File: src/rtl/dcache_pkg.sv
// Shared definitions for the direct-mapped write-back data cache:
// FSM states, bus widths and address-split width helpers.
package dcache_pkg;

  localparam int unsigned ADDR_W     = 32;
  localparam int unsigned BLOCK_W    = 128;
  localparam int unsigned WORD_W     = 32;
  localparam int unsigned OFFSET_W   = 2;
  localparam int unsigned BYTE_OFF_W = 2;

  typedef enum logic [1:0] {
    IDLE,
    WRITEBACK,
    FETCH,
    UPDATE
  } state_t;

  function automatic int unsigned index_w(input int unsigned lines);
    return $clog2(lines);
  endfunction

  function automatic int unsigned tag_w(input int unsigned lines);
    return ADDR_W - OFFSET_W - BYTE_OFF_W - index_w(lines);
  endfunction

endpackage

File: src/rtl/dcache_tag_array.sv
// Valid, dirty and tag storage for the direct-mapped cache; one combinational
// lookup port plus fill and dirty-set write ports.
module dcache_tag_array
  import dcache_pkg::*;
#(
  parameter int unsigned LINES = 8,
  localparam int unsigned IDX_W = index_w(LINES),
  localparam int unsigned TAG_W = tag_w(LINES)
) (
  input  logic             clk,
  input  logic             reset,
  input  logic [IDX_W-1:0] lookup_idx,
  input  logic [TAG_W-1:0] lookup_tag,
  output logic             hit,
  output logic             dirty_out,
  output logic [TAG_W-1:0] stored_tag,
  input  logic             fill_en,
  input  logic [IDX_W-1:0] fill_idx,
  input  logic [TAG_W-1:0] fill_tag,
  input  logic             dirty_set_en,
  input  logic [IDX_W-1:0] dirty_set_idx
);

  logic [LINES-1:0] valid;
  logic [LINES-1:0] dirty;
  logic [TAG_W-1:0] tags [LINES];

  always_ff @(posedge clk) begin
    if (reset) begin
      valid <= '0;
      dirty <= '0;
    end else begin
      if (fill_en) begin
        valid[fill_idx] <= 1'b1;
        dirty[fill_idx] <= 1'b0;
      end
      if (dirty_set_en) dirty[dirty_set_idx] <= 1'b1;
    end
  end

  // Tags need no reset: an entry is only trusted while its valid bit is set.
  always_ff @(posedge clk) begin
    if (fill_en) tags[fill_idx] <= fill_tag;
  end

  always_comb begin
    stored_tag = tags[lookup_idx];
    hit        = valid[lookup_idx] && (stored_tag == lookup_tag);
    dirty_out  = valid[lookup_idx] && dirty[lookup_idx];
  end

endmodule

File: src/rtl/data_cache.sv
// Direct-mapped write-back, write-allocate data cache with a 128-bit block bus.
// Optional hit/miss counters are added when DCACHE_STATS_EN is defined.
module data_cache
  import dcache_pkg::*;
#(
  parameter int unsigned LINES          = 8,
  parameter int unsigned WORDS_PER_LINE = 4
) (
  input  logic         CLK,
  input  logic         RESET,
  input  logic         READ,
  input  logic         WRITE,
  input  logic [31:0]  ADDRESS,
  input  logic [31:0]  WRITEDATA,
  output logic [31:0]  READDATA,
  output logic         BUSYWAIT,
  output logic         MEM_READ,
  output logic         MEM_WRITE,
  output logic [27:0]  MEM_ADDRESS,
  output logic [127:0] MEM_WRITEDATA,
  input  logic [127:0] MEM_READDATA,
  input  logic         MEM_BUSYWAIT
`ifdef DCACHE_STATS_EN
  ,
  output logic [31:0]  HIT_COUNT,
  output logic [31:0]  MISS_COUNT
`endif
);

  localparam int unsigned IDX_W = index_w(LINES);
  localparam int unsigned TAG_W = tag_w(LINES);
  localparam int unsigned LINE_W = WORDS_PER_LINE * WORD_W;

  state_t state, next_state;

  logic [IDX_W-1:0]    idx;
  logic [TAG_W-1:0]    tag;
  logic [OFFSET_W-1:0] off;
  logic                req;
  logic                hit;
  logic                dirty_out;
  logic [TAG_W-1:0]    stored_tag;
  logic                miss_start;
  logic                idle_hit;
  logic                addr_unused;

  logic [IDX_W-1:0]  miss_idx;
  logic [TAG_W-1:0]  miss_tag;
  logic [TAG_W-1:0]  victim_tag;
  logic [LINE_W-1:0] fill_buf;
  logic [LINE_W-1:0] data_mem [LINES];

  assign idx         = ADDRESS[4 +: IDX_W];
  assign tag         = ADDRESS[ADDR_W-1 -: TAG_W];
  assign off         = ADDRESS[3:2];
  assign req         = READ | WRITE;
  assign idle_hit    = (state == IDLE) && hit;
  assign addr_unused = ^ADDRESS[1:0];

  dcache_tag_array #(.LINES(LINES)) u_tags (
    .clk           (CLK),
    .reset         (RESET),
    .lookup_idx    (idx),
    .lookup_tag    (tag),
    .hit           (hit),
    .dirty_out     (dirty_out),
    .stored_tag    (stored_tag),
    .fill_en       (state == UPDATE),
    .fill_idx      (miss_idx),
    .fill_tag      (miss_tag),
    .dirty_set_en  (idle_hit && WRITE),
    .dirty_set_idx (idx)
  );

  assign READDATA = hit ? data_mem[idx][{off, 5'b0} +: WORD_W] : '0;

  always_ff @(posedge CLK) begin
    if (RESET) state <= IDLE;
    else       state <= next_state;
  end

  // Miss address and victim tag are captured so a dropped request still fills.
  always_comb begin
    next_state    = state;
    BUSYWAIT      = 1'b0;
    MEM_READ      = 1'b0;
    MEM_WRITE     = 1'b0;
    MEM_ADDRESS   = '0;
    MEM_WRITEDATA = '0;
    miss_start    = 1'b0;
    case (state)
      IDLE: begin
        if (req && !hit) begin
          BUSYWAIT   = 1'b1;
          miss_start = 1'b1;
          next_state = dirty_out ? WRITEBACK : FETCH;
        end
      end
      WRITEBACK: begin
        BUSYWAIT      = req;
        MEM_WRITE     = !RESET;
        MEM_ADDRESS   = {victim_tag, miss_idx};
        MEM_WRITEDATA = data_mem[miss_idx];
        if (!MEM_BUSYWAIT) next_state = FETCH;
      end
      FETCH: begin
        BUSYWAIT    = req;
        MEM_READ    = !RESET;
        MEM_ADDRESS = {miss_tag, miss_idx};
        if (!MEM_BUSYWAIT) next_state = UPDATE;
      end
      UPDATE: begin
        BUSYWAIT   = req;
        next_state = IDLE;
      end
      default: next_state = IDLE;
    endcase
  end

  always_ff @(posedge CLK) begin
    if (miss_start) begin
      miss_idx   <= idx;
      miss_tag   <= tag;
      victim_tag <= stored_tag;
    end
    if (state == FETCH && !MEM_BUSYWAIT) fill_buf <= MEM_READDATA;
  end

  always_ff @(posedge CLK) begin
    if (state == UPDATE)
      data_mem[miss_idx] <= fill_buf;
    else if (idle_hit && WRITE)
      data_mem[idx][{off, 5'b0} +: WORD_W] <= WRITEDATA;
  end

`ifdef DCACHE_STATS_EN
  logic        was_busy;
  logic [31:0] hit_cnt;
  logic [31:0] miss_cnt;

  // A hit only counts when the previous cycle did not stall, so the
  // completing cycle of a serviced miss is not counted twice.
  always_ff @(posedge CLK) begin
    if (RESET) begin
      was_busy <= 1'b0;
      hit_cnt  <= '0;
      miss_cnt <= '0;
    end else begin
      was_busy <= BUSYWAIT;
      if (idle_hit && req && !was_busy && hit_cnt != '1) hit_cnt <= hit_cnt + 32'd1;
      if (miss_start && miss_cnt != '1) miss_cnt <= miss_cnt + 32'd1;
    end
  end

  assign HIT_COUNT  = hit_cnt;
  assign MISS_COUNT = miss_cnt;
`else
  // Statistics counters are not built in this configuration.
`endif

endmodule

File: config.mk
export PLATFORM = sky130hd
export DESIGN_NAME = data_cache
export DESIGN_NICKNAME = d
export VERILOG_FILES = /design/src/rtl/dcache_pkg.sv /design/src/rtl/dcache_tag_array.sv /design/src/rtl/data_cache.sv
export SDC_FILE = /design/constraint.sdc
export NUM_CORES = 2
export LEC_CHECK = 0
export BUFFER_PORTS_ARGS = -buffer_cell sky130_fd_sc_hd__buf_2
export CAP_MARGIN = 10
export CORE_ASPECT_RATIO = 0.7
export CORE_UTILIZATION = 55
export CTS_BUF_LIST = sky130_fd_sc_hd__clkbuf_8 sky130_fd_sc_hd__clkbuf_16
export CTS_CLUSTER_DIAMETER = 50
export DETAILED_ROUTE_END_ITERATION = 6
export PLACE_DENSITY = 0.83
export SLEW_MARGIN = 5
export SYNTH_ARGS = -nofsm -noshare
export SYNTH_HDL_FRONTEND = slang
export SYNTH_HIERARCHICAL = 1
export SYNTH_SLANG_ARGS = --single-unit
File: constraint.sdc
create_clock -name CLK -period 7.9 [get_ports CLK]
set_input_delay 1.58 -clock CLK [delete_from_list [all_inputs] [get_ports CLK]]
set_output_delay 1.58 -clock CLK [all_outputs]
set_load 0.05 [all_outputs]
==> results.md <==
- Run status: finished, violations left
- Failing checks: design-rule violations
- Worst hold path class: flop to flop
- Routed met1 length: 63,200 um
- Fin crit period: between 7 and 8 ns
- Critical Path End Type: output port
- Sequential-to-total area share from yosys stat: 66.3%
- Vias: 38,449
- Ys async rst share: 0%
- Top layer in use: met5
- CORE AREA: approximately 120,000 sq um
- Layout area overhead: 13.6%
- Post-CTS Resized: 0
- Mapped Area: 64,200 sq um
- Reg2Reg Setup Slack: 2.34 ns
- Initial antenna violation count: 17
- Cells after synthesis: 3,506
- Setup TNS: 0 ns
- MaxCap Viol Count: 0
- CTS tree: yes
- Final hold vios: 0
- Setup repair bufs after CTS: 0
- Critical path startpoint category: input pin
- Worst Path Max Fanout: 41
- Num Clock Sinks: roughly 1,400
- Die Width: 410 um
- Num rows: 104
- Reg2reg end: data_mem[0][47]$_DFFE_PP_
- Post-route antenna net violation count: 0
- Pre-antenna DRT Iters: 7
- Final worst path period share: ~94%
- Worst-path clk slew: 0.06 ns
- DR vias/cell: about 6.9
- Post-synthesis compound-gate area fraction: 2.80%
- Drt drc: 21
- Num CTS Buffers: 140
- Fill cells: 7,563
- Hold path startpoint: u_tags/valid[5]$_SDFFE_PP0P_
- RePlAce Congestion: 0.840
- Total Routed Length: 191,000 um
- Mux contribution to synthesized area: between 20% and 30%
- Largest family of logic cells by synthesized area: multiplexers
- Final HPWL DP: 115,000 um
- Wire length on met2: 87,400 um
- Data arrival, critical path: 5.82 ns
- Pwr dens: approximately 300 nW/um^2
- Vias in the first global route: slightly below 40,000
- Die area: roughly 120,000 sq um
- Post-synthesis adder-cell area fraction: 0.175%
- Flops & latches, synth: 1,426
- Pin count of the biggest net entering global routing: 114
- Relative slew slack: between 10% and 20%
- Reg2Reg Depth: 12
- Crit path to: READDATA[0]
- I/O pins: 388
- Simple-gate share of the synthesized area: 5.46%
- Post-route clock skew: about 0.043 ns
- Root Buffer: clkbuf_16
- Critical path launch point: ADDRESS[4]
- Post-Syn Area per Cell: 18.3 sq um
- Starting Density: 55.7%
- Hold buffers post-CTS: 0
- Fin nets: 4,094
- Final setup fails: 0
- Cell variety after synth: 52
- Synth Net Count: 3,712
- WP data required: approximately 6.3 ns
- Tightest Pin Transition: about 1.2 ns
- DR WL/cell: 34.4 um
- H-tree levels: 4
- Slew Limit Fails: 0
- Post-synth EDFFs: about 1,400
- Peak VDD IR: 248 uV
- Largest buffer count on any clock path: 3
- Setup CP Type: input pin to output port
- Total gr overflow: 0
- LEAKAGE: between 20 and 25 nW
- Top FF cell, synth: edfxtp_1
- Gr usage total: 32.3%
- Share of cells above drive strength 1: 33.5%
- Worst setup margin: approximately 0.50 ns
- Die Ht: 288 um
- First-pass GRT wire length: 271,000 um
- Clock Latency Late Sink: just over 0.8 ns
- Post-Synth XOR/XNOR Area: less than 1%
- FF-to-FF Start: u_tags/tags[0][5]$_DFFE_PP_
- Dpl ws: 0.618 ns
- Number of port buffers: 385
- 1st-iter DRT viols: 6,386
- Synth warn: 6
- Max Clk Rate: 135 MHz
- Met3 wire len: 28,400 um
- RSZ-0062 raised after global routing: false
report_power, final:
part	switching (mW)	internal (mW)
clock network	3.07	3.68
registers	0.385	9.02
logic	3.48	2.03
worst max-delay path, cell delays in order:
cell and delay (ns):
buf_8 0.31, mux4_2 0.59, mux2_2 0.30, xnor2_1 0.36, nand3_1 0.13, or4_4 0.54
nor4_4 0.42, buf_12 0.29, o221ai_1 0.25, a21oi_1 0.55, buf_2 0.38
logic make-up after synthesis:
family | after synthesis
adder cells (fa/ha/maj) | 9
AO/OA/AOI/OAI | 253
AND/OR/NAND/NOR | 718
multiplexers | 831
buffers and inverters | 261
XOR/XNOR | 8
flip-flops | 1426
Yosys cell counts (2+ instances only):
| library cell | number | area, sq um |
|---|---|---|
| a211oi_1 | 2 | 15.0 |
| a21oi_1 | 47 | 235 |
| a221oi_1 | 67 | 587 |
| a22o_1 | 19 | 166 |
| a22oi_1 | 26 | 195 |
| and2_1 | 5 | 31.3 |
| and2b_1 | 2 | 15.0 |
| buf_1 | 28 | 105 |
| buf_2 | 56 | 280 |
| buf_4 | 9 | 67.6 |
| buf_6 | 28 | 315 |
| clkbuf_1 | 131 | 492 |
| dfxtp_1 | 21 | 420 |
| edfxtp_1 | 1405 | 42200 |
| ha_1 | 9 | 113 |
| inv_1 | 6 | 22.5 |
| mux2_2 | 72 | 811 |
| mux2_4 | 2 | 30.0 |
| mux2i_1 | 246 | 2460 |
| mux4_1 | 7 | 184 |
| mux4_2 | 503 | 11300 |
| nand2_1 | 266 | 998 |
| nand2b_1 | 5 | 31.3 |
| nand3_1 | 134 | 671 |
| nand4_1 | 7 | 43.8 |
| nor2_1 | 53 | 199 |
| nor2b_1 | 180 | 1130 |
| nor3_1 | 41 | 205 |
| nor3b_1 | 3 | 22.5 |
| nor4_1 | 2 | 12.5 |
| o21a_1 | 4 | 30.0 |
| o21ai_0 | 24 | 120 |
| o21ai_1 | 28 | 140 |
| o221ai_1 | 32 | 280 |
| or3_1 | 13 | 81.3 |
| xnor2_1 | 7 | 61.3 |
layer usage:
metal | vias up | track usage [%]
met5 | - | 0
met4 | 16 | 18.0
met3 | 578 | 10.7
met2 | 3203 | 48.5
met1 | 19406 | 41.9
li1 | 15246 | -
stage by stage:
stage / power, mW / utilization, % / hold slack, ns / area (sq um) / instances
6_report: 21.7 / 63.2 / 0.475 / 73000 / 5550
5_1_grt: 22.2 / 63.2 / 0.493 / 73000 / 5541
4_1_cts: 21.7 / 63.2 / 0.475 / 72900 / 5535
3_5_place_dp: 15.0 / 59.2 / 0.460 / 68300 / 5283
3_3_place_gp: 14.9 / 59.2 / 0.446 / 68300 / 5283
2_1_floorplan: 13.3 / - / 0.435 / 64200 / 3506
final cells by class:
type | instances | area (sq um) | share of cell area [%]
Multi-Input combinational cell | 1819 | 20600 | 28.2
Tap cell | 1537 | 1920 | 2.64
Timing Repair Buffer | 493 | 3110 | 4.26
Inverter | 8 | 32.5 | 0.0446
Clock buffer | 146 | 3620 | 4.96
Antenna cell | 15 | 37.5 | 0.0514
Sequential cell | 1426 | 42600 | 58.4
Clock inverter | 106 | 1050 | 1.43
worst min-delay path by stage:
stage / endpoint / cells past startpoint
floorplan: u_tags/valid[1]$_SDFFE_PP0P_ / 2
global placement: u_tags/valid[3]$_SDFFE_PP0P_ / 2
detailed placement: u_tags/valid[5]$_SDFFE_PP0P_ / 2
CTS: u_tags/valid[5]$_SDFFE_PP0P_ / 2
global route: u_tags/dirty[3]$_SDFF_PP0_ / 2
finish: u_tags/valid[5]$_SDFFE_PP0P_ / 2
flip-flops by register name, summed over array words and instances (netlist names), named ones only:
register and flops:
u_tags/valid 8, state 2, miss_idx 3, victim_tag 25, data_mem 1024, u_tags/dirty 8
u_tags/tags 200, miss_tag 25, fill_buf 128
layout by cell type (no fill, tap or decap), types with 4 or more instances in the layout:
master,netlist,final
a21oi_1,47,47
a221oi_1,67,67
a22o_1,19,19
a22oi_1,26,26
and2_1,5,5
buf_12,0,26
buf_2,56,372
buf_4,9,93
bufinv_16,0,8
clkbuf_16,0,143
clkinv_1,1,23
clkinv_16,0,8
clkinv_2,0,25
dfxtp_1,21,18
diode_2,0,15
edfxtp_1,1405,1405
ha_1,9,8
inv_1,6,26
inv_16,0,6
inv_6,0,6
mux2_2,72,72
mux2i_1,246,246
mux4_1,7,7
mux4_2,503,503
nand2_1,266,266
nand2b_1,5,5
nand3_1,134,134
nand4_1,7,7
nor2_1,53,44
nor2_2,0,8
nor2b_1,180,178
nor3_1,41,5
nor3_2,0,36
o21a_1,4,4
o21ai_0,24,24
o21ai_1,28,28
o221ai_1,32,32
or3_1,13,12
xnor2_1,7,7
No activity file was read; power rests on OpenSTA's default activity.
